--- src/rtl/muldiv_pkg.sv ---
// Purpose : shared types and constants for the multicycle multiply/divide sequencer.
// Latency : n/a (declarations only).
// Backpres: n/a.
package muldiv_pkg;

    localparam int MULDIV_WIDTH = 32;

    localparam logic OP_MULT = 1'b0;
    localparam logic OP_DIV  = 1'b1;

    typedef enum logic [2:0] {
        IDLE,
        MULT,
        DIV,
        FIX,
        DONE
    } state_e;

endpackage

--- src/rtl/muldiv_seq_if.sv ---
// Purpose : request/result bundle between the control FSM and muldiv_seq.
// Latency : n/a (wires only).
// Backpres: start is only honoured while busy is low; there is no queuing.
// Signals : start/op/a_in/b_in (request), busy/done/div_zero (status), hi_out/lo_out (Hi/Lo).
//           op_unsigned exists only when MULDIV_UNSIGNED_EN is defined.
interface muldiv_seq_if #(
    parameter int WIDTH = muldiv_pkg::MULDIV_WIDTH
);
    logic             start;
    logic             op;
`ifdef MULDIV_UNSIGNED_EN
    logic             op_unsigned;
`endif
    logic [WIDTH-1:0] a_in;
    logic [WIDTH-1:0] b_in;
    logic             busy;
    logic             done;
    logic             div_zero;
    logic [WIDTH-1:0] hi_out;
    logic [WIDTH-1:0] lo_out;

    // Control FSM side.
    modport master (
        output start, output op, output a_in, output b_in,
        input  busy,  input  done, input  div_zero,
        input  hi_out, input lo_out
`ifdef MULDIV_UNSIGNED_EN
        , output op_unsigned
`endif
    );

    // Sequencer side.
    modport slave (
        input  start, input  op, input  a_in, input  b_in,
        output busy,  output done, output div_zero,
        output hi_out, output lo_out
`ifdef MULDIV_UNSIGNED_EN
        , input op_unsigned
`endif
    );
endinterface

--- src/rtl/muldiv_div_step.sv ---
// Purpose : one combinational restoring-division step on unsigned magnitudes.
// Latency : combinational, 0 cycles.
// Backpres: none; pure function of its inputs.
// Ports   : rem_i partial remainder, bit_i next dividend bit, div_i divisor,
//           rem_o next partial remainder, q_o quotient bit.
module muldiv_div_step #(
    parameter int WIDTH = 32
) (
    input  logic [WIDTH-1:0] rem_i,
    input  logic             bit_i,
    input  logic [WIDTH-1:0] div_i,
    output logic [WIDTH-1:0] rem_o,
    output logic             q_o
);
    logic [WIDTH:0]   shifted;
    logic [WIDTH+1:0] diff;

    always_comb begin
        shifted = {rem_i, bit_i};
        // Extra top bit acts as the borrow: clear means shifted >= divisor.
        diff    = {1'b0, shifted} - {2'b00, div_i};
        q_o     = ~diff[WIDTH+1];
        // Remainder is always below the divisor, so WIDTH bits suffice.
        rem_o   = q_o ? diff[WIDTH-1:0] : shifted[WIDTH-1:0];
    end
endmodule

--- src/rtl/muldiv_seq.sv ---
// Purpose : multicycle signed multiply (radix-2 Booth) / divide (restoring) owning Hi and Lo.
// Latency : MULT WIDTH+1 edges, DIV WIDTH+2 edges, DIV by zero 1 edge, start edge to done.
// Backpres: busy is high outside IDLE; start is ignored while busy, no queuing.
// Ports   : clk, reset (synchronous, active-high), bus (muldiv_seq_if.slave).
// Option  : MULDIV_UNSIGNED_EN adds bus.op_unsigned for MULTU/DIVU semantics.
module muldiv_seq
    import muldiv_pkg::*;
#(
    parameter int WIDTH = MULDIV_WIDTH
) (
    input  logic          clk,
    input  logic          reset,
    muldiv_seq_if.slave   bus
);
    localparam int             CW       = (WIDTH > 1) ? $clog2(WIDTH) : 1;
    localparam logic [CW-1:0]  CNT_LAST = CW'(WIDTH - 1);

    state_e            state_q, state_d;
    logic [CW-1:0]     cnt_q, cnt_d;
    logic [WIDTH:0]    acc_q, acc_d;      // Booth accumulator / division remainder
    logic [WIDTH-1:0]  q_q, q_d;          // multiplier / dividend shifting into quotient
    logic              qm1_q, qm1_d;      // Booth q[-1]
    logic [WIDTH:0]    m_q, m_d;          // multiplicand (sign-extended) / divisor magnitude
    logic              neg_quo_q, neg_quo_d;
    logic              neg_rem_q, neg_rem_d;
    logic              uns_q, uns_d;
    logic [WIDTH-1:0]  hi_q, hi_d;
    logic [WIDTH-1:0]  lo_q, lo_d;
    logic              dz_q, dz_d;

    logic              start_uns;
    logic              a_neg, b_neg;
    logic [WIDTH-1:0]  a_abs, b_abs;
    logic [WIDTH:0]    booth_sum;
    logic              booth_fill;
    logic [WIDTH:0]    booth_acc;
    logic [WIDTH-1:0]  booth_q;
    logic [WIDTH-1:0]  div_rem;
    logic              div_qbit;

`ifdef MULDIV_UNSIGNED_EN
    assign start_uns = bus.op_unsigned;
`else
    assign start_uns = 1'b0;
`endif

    muldiv_div_step #(.WIDTH(WIDTH)) u_div_step (
        .rem_i (acc_q[WIDTH-1:0]),
        .bit_i (q_q[WIDTH-1]),
        .div_i (m_q[WIDTH-1:0]),
        .rem_o (div_rem),
        .q_o   (div_qbit)
    );

    // Operand conditioning for a start request.
    always_comb begin
        a_neg = ~start_uns & bus.a_in[WIDTH-1];
        b_neg = ~start_uns & bus.b_in[WIDTH-1];
        a_abs = a_neg ? (WIDTH'(0) - bus.a_in) : bus.a_in;
        b_abs = b_neg ? (WIDTH'(0) - bus.b_in) : bus.b_in;
    end

    // One multiply step. The accumulator carries one guard bit so that
    // subtracting the most negative multiplicand cannot overflow.
    always_comb begin
        booth_sum = acc_q;
        if (uns_q) begin
            // Unsigned: plain shift-and-add on zero-extended operands.
            if (q_q[0]) begin
                booth_sum = acc_q + m_q;
            end
        end else begin
            unique case ({q_q[0], qm1_q})
                2'b01:   booth_sum = acc_q + m_q;
                2'b10:   booth_sum = acc_q - m_q;
                default: booth_sum = acc_q;
            endcase
        end
        booth_fill = uns_q ? 1'b0 : booth_sum[WIDTH];
        booth_acc  = {booth_fill, booth_sum[WIDTH:1]};
        booth_q    = {booth_sum[0], q_q[WIDTH-1:1]};
    end

    // Next-state and datapath control.
    always_comb begin
        state_d   = state_q;
        cnt_d     = cnt_q;
        acc_d     = acc_q;
        q_d       = q_q;
        qm1_d     = qm1_q;
        m_d       = m_q;
        neg_quo_d = neg_quo_q;
        neg_rem_d = neg_rem_q;
        uns_d     = uns_q;
        hi_d      = hi_q;
        lo_d      = lo_q;
        dz_d      = 1'b0;

        unique case (state_q)
            IDLE: begin
                if (bus.start) begin
                    cnt_d = '0;
                    uns_d = start_uns;
                    if (bus.op == OP_MULT) begin
                        acc_d   = '0;
                        q_d     = bus.b_in;
                        qm1_d   = 1'b0;
                        m_d     = {(~start_uns & bus.a_in[WIDTH-1]), bus.a_in};
                        state_d = MULT;
                    end else if (bus.b_in == '0) begin
                        // Divide by zero: report immediately, Hi/Lo untouched.
                        dz_d    = 1'b1;
                        state_d = DONE;
                    end else begin
                        acc_d     = '0;
                        q_d       = a_abs;
                        m_d       = {1'b0, b_abs};
                        neg_quo_d = a_neg ^ b_neg;
                        neg_rem_d = a_neg;
                        state_d   = DIV;
                    end
                end
            end
            MULT: begin
                acc_d = booth_acc;
                q_d   = booth_q;
                qm1_d = q_q[0];
                if (cnt_q == CNT_LAST) begin
                    hi_d    = booth_acc[WIDTH-1:0];
                    lo_d    = booth_q;
                    cnt_d   = '0;
                    state_d = DONE;
                end else begin
                    cnt_d = cnt_q + CW'(1);
                end
            end
            DIV: begin
                acc_d = {1'b0, div_rem};
                q_d   = {q_q[WIDTH-2:0], div_qbit};
                if (cnt_q == CNT_LAST) begin
                    cnt_d   = '0;
                    state_d = FIX;
                end else begin
                    cnt_d = cnt_q + CW'(1);
                end
            end
            FIX: begin
                // Negating 0x80..0 yields 0x80..0, which is the wanted overflow result.
                lo_d    = neg_quo_q ? (WIDTH'(0) - q_q) : q_q;
                hi_d    = neg_rem_q ? (WIDTH'(0) - acc_q[WIDTH-1:0]) : acc_q[WIDTH-1:0];
                state_d = DONE;
            end
            DONE: begin
                state_d = IDLE;
            end
            default: begin
                state_d = IDLE;
            end
        endcase
    end

    always_ff @(posedge clk) begin
        if (reset) begin
            state_q   <= IDLE;
            cnt_q     <= '0;
            acc_q     <= '0;
            q_q       <= '0;
            qm1_q     <= 1'b0;
            m_q       <= '0;
            neg_quo_q <= 1'b0;
            neg_rem_q <= 1'b0;
            uns_q     <= 1'b0;
            hi_q      <= '0;
            lo_q      <= '0;
            dz_q      <= 1'b0;
        end else begin
            state_q   <= state_d;
            cnt_q     <= cnt_d;
            acc_q     <= acc_d;
            q_q       <= q_d;
            qm1_q     <= qm1_d;
            m_q       <= m_d;
            neg_quo_q <= neg_quo_d;
            neg_rem_q <= neg_rem_d;
            uns_q     <= uns_d;
            hi_q      <= hi_d;
            lo_q      <= lo_d;
            dz_q      <= dz_d;
        end
    end

    assign bus.busy     = (state_q != IDLE);
    assign bus.done     = (state_q == DONE);
    assign bus.div_zero = dz_q;
    assign bus.hi_out   = hi_q;
    assign bus.lo_out   = lo_q;
endmodule

--- src/flat_wrapper.sv ---
// flat-port wrapper written by rule: the top's interface ports become plain ports
module muldiv_seq_flat import muldiv_pkg::*;
#(
    parameter int WIDTH = MULDIV_WIDTH
)
  (clk, reset, bus_start, bus_op, bus_a_in, bus_b_in, bus_busy, bus_done, bus_div_zero, bus_hi_out, bus_lo_out);
  muldiv_seq_if #(.WIDTH(WIDTH)) bus_i ();
  input  logic clk;
  input  logic reset;
  input wire logic [$bits(bus_i.start)-1:0] bus_start;
  input wire logic [$bits(bus_i.op)-1:0] bus_op;
  input wire logic [$bits(bus_i.a_in)-1:0] bus_a_in;
  input wire logic [$bits(bus_i.b_in)-1:0] bus_b_in;
  output wire logic [$bits(bus_i.busy)-1:0] bus_busy;
  output wire logic [$bits(bus_i.done)-1:0] bus_done;
  output wire logic [$bits(bus_i.div_zero)-1:0] bus_div_zero;
  output wire logic [$bits(bus_i.hi_out)-1:0] bus_hi_out;
  output wire logic [$bits(bus_i.lo_out)-1:0] bus_lo_out;
  assign bus_i.start = bus_start;
  assign bus_i.op = bus_op;
  assign bus_i.a_in = bus_a_in;
  assign bus_i.b_in = bus_b_in;
  assign bus_busy = bus_i.busy;
  assign bus_done = bus_i.done;
  assign bus_div_zero = bus_i.div_zero;
  assign bus_hi_out = bus_i.hi_out;
  assign bus_lo_out = bus_i.lo_out;
  muldiv_seq #(.WIDTH(WIDTH)) u_core (.clk(clk), .reset(reset), .bus(bus_i));
endmodule
--- config.mk ---
export PLATFORM = sky130hd
export DESIGN_NAME = muldiv_seq_flat
export DESIGN_NICKNAME = d
export VERILOG_FILES = /design/src/rtl/muldiv_pkg.sv /design/src/rtl/muldiv_seq_if.sv /design/src/rtl/muldiv_div_step.sv /design/src/rtl/muldiv_seq.sv /design/src/flat_wrapper.sv
export SDC_FILE = /design/constraint.sdc
export NUM_CORES = 1
export LEC_CHECK = 0
export CAP_MARGIN = 20
export CORE_MARGIN = 2
export CORE_UTILIZATION = 55
export DETAILED_ROUTE_END_ITERATION = 12
export HOLD_SLACK_MARGIN = 0.15
export PLACE_DENSITY_LB_ADDON = 0.2
export SLEW_MARGIN = 20
export SYNTH_ARGS = -nofsm -noshare
export SYNTH_HDL_FRONTEND = slang
export SYNTH_SLANG_ARGS = --single-unit
--- constraint.sdc ---
create_clock -name clk -period 5.15 [get_ports clk]
set_input_delay 1.03 -clock clk [delete_from_list [all_inputs] [get_ports clk]]
set_output_delay 1.03 -clock clk [all_outputs]
set_load 0.01 [all_outputs]
After elaboration in Yosys (flattened, before gate mapping)
Index checks and enable logic that the tools add are counted.
{"block": "op_classes", "addsub": 8, "n_reduce_logical": 16, "bitwise": 6, "n_eq_ne": 13, "muxes": 33}
{"operator": "32-bit 2-to-1 mux", "count": 10}
{"operator": "33-bit 2-to-1 mux", "count": 5}
{"operator": "32-bit one-hot mux with 2 select lines", "count": 2}
{"operator": "1-bit by 32-bit subtractor with 32-bit output (first input constant)", "count": 4}
{"operator": "33-bit one-hot mux with 3 select lines", "count": 1}
{"operator": "32-bit one-hot mux with 3 select lines", "count": 1}
{"operator": "33-bit one-hot mux with 2 select lines", "count": 1}
{"operator": "33-bit by 32-bit subtractor with 34-bit output", "count": 1}
{"operator": "33-bit adder", "count": 1}
{"operator": "33-bit subtractor", "count": 1}
{"operator": "32-bit zero test", "count": 1}
{"operator": "3-bit 2-to-1 mux", "count": 5}
{"operator": "3-bit one-hot mux with 4 select lines", "count": 1}
{"operator": "3-bit AND reduction", "count": 4}
{"operator": "5-bit 2-to-1 mux", "count": 2}
{"operator": "5-bit one-hot mux with 2 select lines", "count": 1}
{"operator": "3-bit by 2-bit == test with 1-bit output (second input constant)", "count": 2}
{"operator": "2-bit inequality test (second input constant)", "count": 3}
{"operator": "2-bit nonzero test", "count": 3}
{"operator": "3-bit nonzero test", "count": 2}
{"operator": "5-bit by 1-bit adder with 5-bit output (second input constant)", "count": 1}
{"operator": "5-bit == test (second input constant)", "count": 1}
{"operator": "1-bit NOT", "count": 5}
{"operator": "2-bit by 1-bit inequality test with 1-bit output (second input constant)", "count": 2}
{"operator": "other kinds (13)", "count": 16}
{"block": "totals", "word_cells": 87, "register_bits": 174, "output_inout_bits": 67, "input_bits": 68}

Longest topological paths before layout
{"block": "depth", "ltp_word": 6, "depth_mapped": 18, "mapped_depth_nobuf": 18}

Cells and area by module
From an unflattened synthesis, not the netlist that was laid out.
{"block": "hier_totals", "hier_cells": 2143, "area_unflattened_um2": 15581.2}
{"module": "muldiv_seq", "area_each_um2": 13151.4, "cells_each": 1770, "seq_area_each_um2": 3483.3, "n_inst": 1}
{"module": "muldiv_div_step", "area_each_um2": 2429.8, "cells_each": 373, "seq_area_each_um2": 0.0, "n_inst": 1}

Worst setup path after synthesis
No wires, ideal clock.
{"block": "synth_path", "path_kind": "reg-to-reg", "startpoint": "register u_core.m_q[6]", "endpoint": "register u_core.hi_q[30] (netlist: u_core.bus.hi_out[30])", "stages_incl_launch_ff": 18, "slack_ns": 1.235, "setup_time_ns": 0.130, "n_path_buf": 1, "period_less_slack_ns": 3.915, "arrival_time_ns": 3.784, "t_required_ns": 5.020, "cell_sequence": "dfxtp_1 nor4_1 nand3_1 nor2_1 and3_1 a21o_1 o21ai_0 xnor2_1 ha_1 clkbuf_1 nand4_1 or3_1 o211a_1 nor3b_1 o22ai_1 xnor2_1 mux2i_1 o22ai_1"}
{"block": "synth_via", "elab_chain_len": 4, "word_cells_on_any_way": 5, "cone_classes": "2 x add/sub; 3 x mux"}
{"element": "from (decl)", "line_no": "muldiv_seq.sv:23", "source": "logic [WIDTH:0] m_q, m_d;"}
{"element": "from (signal assigned)", "line_no": "muldiv_seq.sv:182", "source": "m_q <= m_d;"}
{"element": "33-bit subtractor or 33-bit adder (tied branches)", "line_no": "muldiv_seq.sv:75, muldiv_seq.sv:70, muldiv_seq.sv:74"}
{"element": "33-bit one-hot mux with 2 select lines *", "line_no": "muldiv_seq.sv:73", "source": "unique case ({q_q[0], qm1_q})"}
{"element": "32-bit 2-to-1 mux *", "line_no": "muldiv_seq.sv:128", "source": "if (cnt_q == CNT_LAST) begin"}
{"element": "32-bit one-hot mux with 2 select lines *", "line_no": "muldiv_seq.sv:99", "source": "unique case (state_q)"}
{"element": "to (signal assigned)", "line_no": "muldiv_seq.sv:186", "source": "hi_q <= hi_d;"}
{"element": "to (decl)", "line_no": "muldiv_seq.sv:27", "source": "logic [WIDTH-1:0] hi_q, hi_d;"}
Mark *: on every way between the ends. The rest lies on a longest branch, timed or not. The select of a mux whose other input is x is not followed.
A chain may end at the register's enable or synchronous reset.

Final worst setup path
{"block": "layout_path", "startpoint": "register u_core.q_q[0]", "endpoint": "register u_core.acc_q[29]"}
{"block": "layout_via", "elab_chain_len": 3, "word_cells_on_any_way": 4, "cone_classes": "2 x eq/ne; 2 x mux"}
{"element": "from (decl)", "line_no": "muldiv_seq.sv:21", "source": "logic [WIDTH-1:0] q_q, q_d;"}
{"element": "from (signal assigned)", "line_no": "muldiv_seq.sv:180", "source": "q_q <= q_d;"}
{"element": "2-bit == test or 2-bit by 1-bit == test with 1-bit output (tied branches)", "line_no": "muldiv_seq.sv:73"}
{"element": "33-bit one-hot mux with 2 select lines *", "line_no": "muldiv_seq.sv:73"}
{"element": "33-bit one-hot mux with 3 select lines *", "line_no": "muldiv_seq.sv:99"}
{"element": "to (signal assigned)", "line_no": "muldiv_seq.sv:166", "source": "acc_q <= '0;"}
{"element": "to (signal assigned)", "line_no": "muldiv_seq.sv:179", "source": "acc_q <= acc_d;"}
{"element": "to (decl)", "line_no": "muldiv_seq.sv:20", "source": "logic [WIDTH:0] acc_q, acc_d;"}
Mark *: on every way between the ends. The rest lies on a longest branch, timed or not.

==> metrics <==
total negative slack for setup checks=0 ns; largest stage delay on the critical path=around 0.54 ns; number of distinct standard cells referenced by the synthesized netlist=between 70 and 80; routed via count=between 15,000 and 20,000; starting density of the core=0.560; clock slew seen by the registers of the worst setup and hold paths=approximately 0.080 ns; total die area=0.0288 mm^2; number of diodes=0; total clock sinks=174; die boundary width=170 um; number of buffers added by the clock tree synthesis step=17; Tightest Pin Transition=1.08 ns; number of flops mapped to enable cells by yosys=0; Worst Path Max Fanout=9; count of synthesis-stage warnings from yosys=0; number of top-level pins=approximately 140; total congestion overflow=0; chip height=approximately 170 um; H-tree levels=4; worst IR drop on VDD=around 0.32 mV; RSZ-0062 raised after global routing=false; wire length after detailed routing=roughly 50,000 um; cts repair resizes=0; clock root buffer=sky130_fd_sc_hd__clkbuf_16; Clk Latency, worst-skew pair=roughly 0.46 ns; most common cell after layout, fill and taps aside=sky130_fd_sc_hd__nor2_1; number of antenna violations at the first check in global routing=1; arrival time of data at the critical path endpoint=5.19 ns; total of buffers placed on input and output ports=134; hold_buf cts=0; Post-synth top flop=sky130_fd_sc_hd__dfxtp_1; DP HPWL=between 30,000 and 40,000 um; required time worst endpoint=roughly 5.5 ns; share of post-route cells with drive strength above 1=0.0468; area of all placed cells without fillers=around 0.017 mm^2; worst-case clock skew=about 0.018 ns; final number of max-transition violations=0; mean area per synthesized cell=approximately 7.3 um^2; final estimated routing congestion in global placement=between 1 and 1.5; final hold violation count=0; shortest clock period the worst path allows after layout=approximately 4.8 ns; Layout area overhead=13.3%; endpoint type of the worst setup path=flop; share of the clock period used by the worst path=0.933; Vias per Instance=6.54; GRT Overall Usage=0.344; family with the most delay on the worst path=compound AO/OA/AOI/OAI gates; post-CTS setup buffer count=0; vias in the first global route=approximately 14,000; LEAKAGE=6.47 nW; worst setup path category=reg -> reg; clock tree from TritonCTS=done; run status=finished clean; Critical Path, Cell by Cell=ha_1 -> nor2_1 -> xnor2_1 -> ha_1 -> nor2b_1 -> o31ai_1 -> a211oi_1 -> buf_4 -> o311ai_0 -> a21oi_1 -> a31oi_1 -> o221ai_1 -> xnor2_1 -> a211o_1 -> a21oi_1; count of buffer and inverter cells on the critical path=1; remaining number of nets flagged by the antenna check after routing=0; DR iter-0 viols=1,921; crit path launch type=flop; placed cell area=between 0.015 and 0.02 mm^2; detailed-route wire length per cell=slightly above 20 um; post-synth net total=around 2,200; Maximum Capacitance Violations=0; post-layout net count=2,243; synthesized flop and latch total=174; min-delay worst type=reg -> reg; Worst Hold Slack=~0.47 ns; post-synth design cell area=approximately 0.015 mm^2; number of instances in the synthesized netlist=slightly above 2,000; first-pass GRT wire length=a little under 80,000 um; buffer levels on the longest clock path=2; Peak Freq=208 MHz; largest net degree at the start of global routing=79; Core ar.=0.0270 mm^2; # setup viols final=0; slowest cell on the critical path=sky130_fd_sc_hd__o31ai_1; Seq/Total Area, Yosys=0.231; asr flop ratio synth=0; Power Density=350 mW/mm^2; placement row count=60; leading cell types in the layout, fill and taps excluded=sky130_fd_sc_hd__nor2_1 (283), sky130_fd_sc_hd__nand2_1 (220), sky130_fd_sc_hd__dfxtp_1 (174); relative slew slack=0.273; residual DRC count=0; router iterations before antenna repair=7
report_power, final:
part / internal [W] / leakage, nW / switching (W) / total (W)
Clock: 0.000669 / 0.297 / 0.000699 / 0.00137
Combinational: 0.00116 / 4.75 / 0.00178 / 0.00294
Sequential: 0.00145 / 1.42 / 0.000221 / 0.00167
per-layer routing:
layer  wire length (um)  up-vias  share of wire  track usage
met5                 13        -        0.00026            0
met4               1130        2          0.023       0.0933
met3               4420       80          0.088       0.0585
met2              22400      804           0.45        0.540
met1              22300     7535           0.44        0.486
li1                   -     7638              -            -
state kept, by name, summed over array words and instances, names as in the netlist, 3 cells and up:
name               cells
u_core.acc_q          33
u_core.bus.hi_out     32
u_core.bus.lo_out     32
u_core.cnt_q           5
u_core.m_q            33
u_core.q_q            32
u_core.state_q         3
kinds of logic after synthesis:
logic type / synth area share
xor gates and xnor gates: 0.119
buffers and inverters: 0.0578
DFF: 0.231
and+or+nand+nor: 0.206
AOI/OAI and AO/OA: 0.309
adders and majority gates: 0.0623
muxes: 0.0143
worst min-delay path: stages (launching register included):
cell and delay, ns:
sky130_fd_sc_hd__dfxtp_1 0.33, sky130_fd_sc_hd__nand2_1 0.06, sky130_fd_sc_hd__a21oi_1 0.05
Yosys cell counts (all sizes together), types with 7 or more instances:
library cell | n | area [um^2]
a311oi | 36 | 315
a221oi | 23 | 201
nand2 | 222 | 833
buf | 26 | 135
a21o | 39 | 293
nor4 | 16 | 100
nor2 | 284 | 1070
nand3 | 20 | 100
dfxtp | 174 | 3480
nand4 | 14 | 87.6
o21ai | 153 | 766
a22oi | 10 | 75.1
xnor2 | 111 | 972
xor2 | 95 | 832
o31ai | 43 | 323
nor2b | 14 | 87.6
o21a | 11 | 82.6
or3 | 25 | 166
o41ai | 20 | 175
nand3b | 7 | 52.6
o211ai | 10 | 75.1
nand2b | 22 | 138
a21oi | 131 | 656
a31oi | 17 | 106
a222oi | 22 | 220
nor3 | 24 | 120
a221o | 16 | 160
clkbuf | 134 | 505
inv | 62 | 233
a211oi | 78 | 586
mux2i | 16 | 160
ha | 72 | 901
o22ai | 27 | 169
or4 | 20 | 161
worst paths after layout:
kind	from	end	slack, ns	cells past startpoint
worst min-delay path	u_core.cnt_q[3]	u_core.cnt_q[3]	0.47	2
worst min register to register	u_core.cnt_q[3]	u_core.cnt_q[3]	0.47	2
worst max-delay path	u_core.q_q[0]	u_core.acc_q[29]	0.34	15
worst max register to register	u_core.q_q[0]	u_core.acc_q[29]	0.34	15
through the flow:
stage	setup WS (ns)	instances	util	power, W
5_1_grt	0.208	2455	0.635	0.00633
2_1_floorplan	1.24	2079	-	0.00375
3_3_place_gp	0.663	2422	0.612	0.00451
3_5_place_dp	0.562	2422	0.612	0.00455
4_1_cts	0.493	2454	0.634	0.00592
6_report	0.344	2455	0.635	0.00598
area by class of cell:
cell class | instances | area (um^2)
multi-input combinational | 1683 | 10800
fill | 2467 | 9840
sequential | 174 | 3480
timing repair buffer | 163 | 1600
clock buffer | 18 | 439
tap | 341 | 427
inverter | 62 | 233
clock inverter | 14 | 164
(Power assumes the default switching activity.)
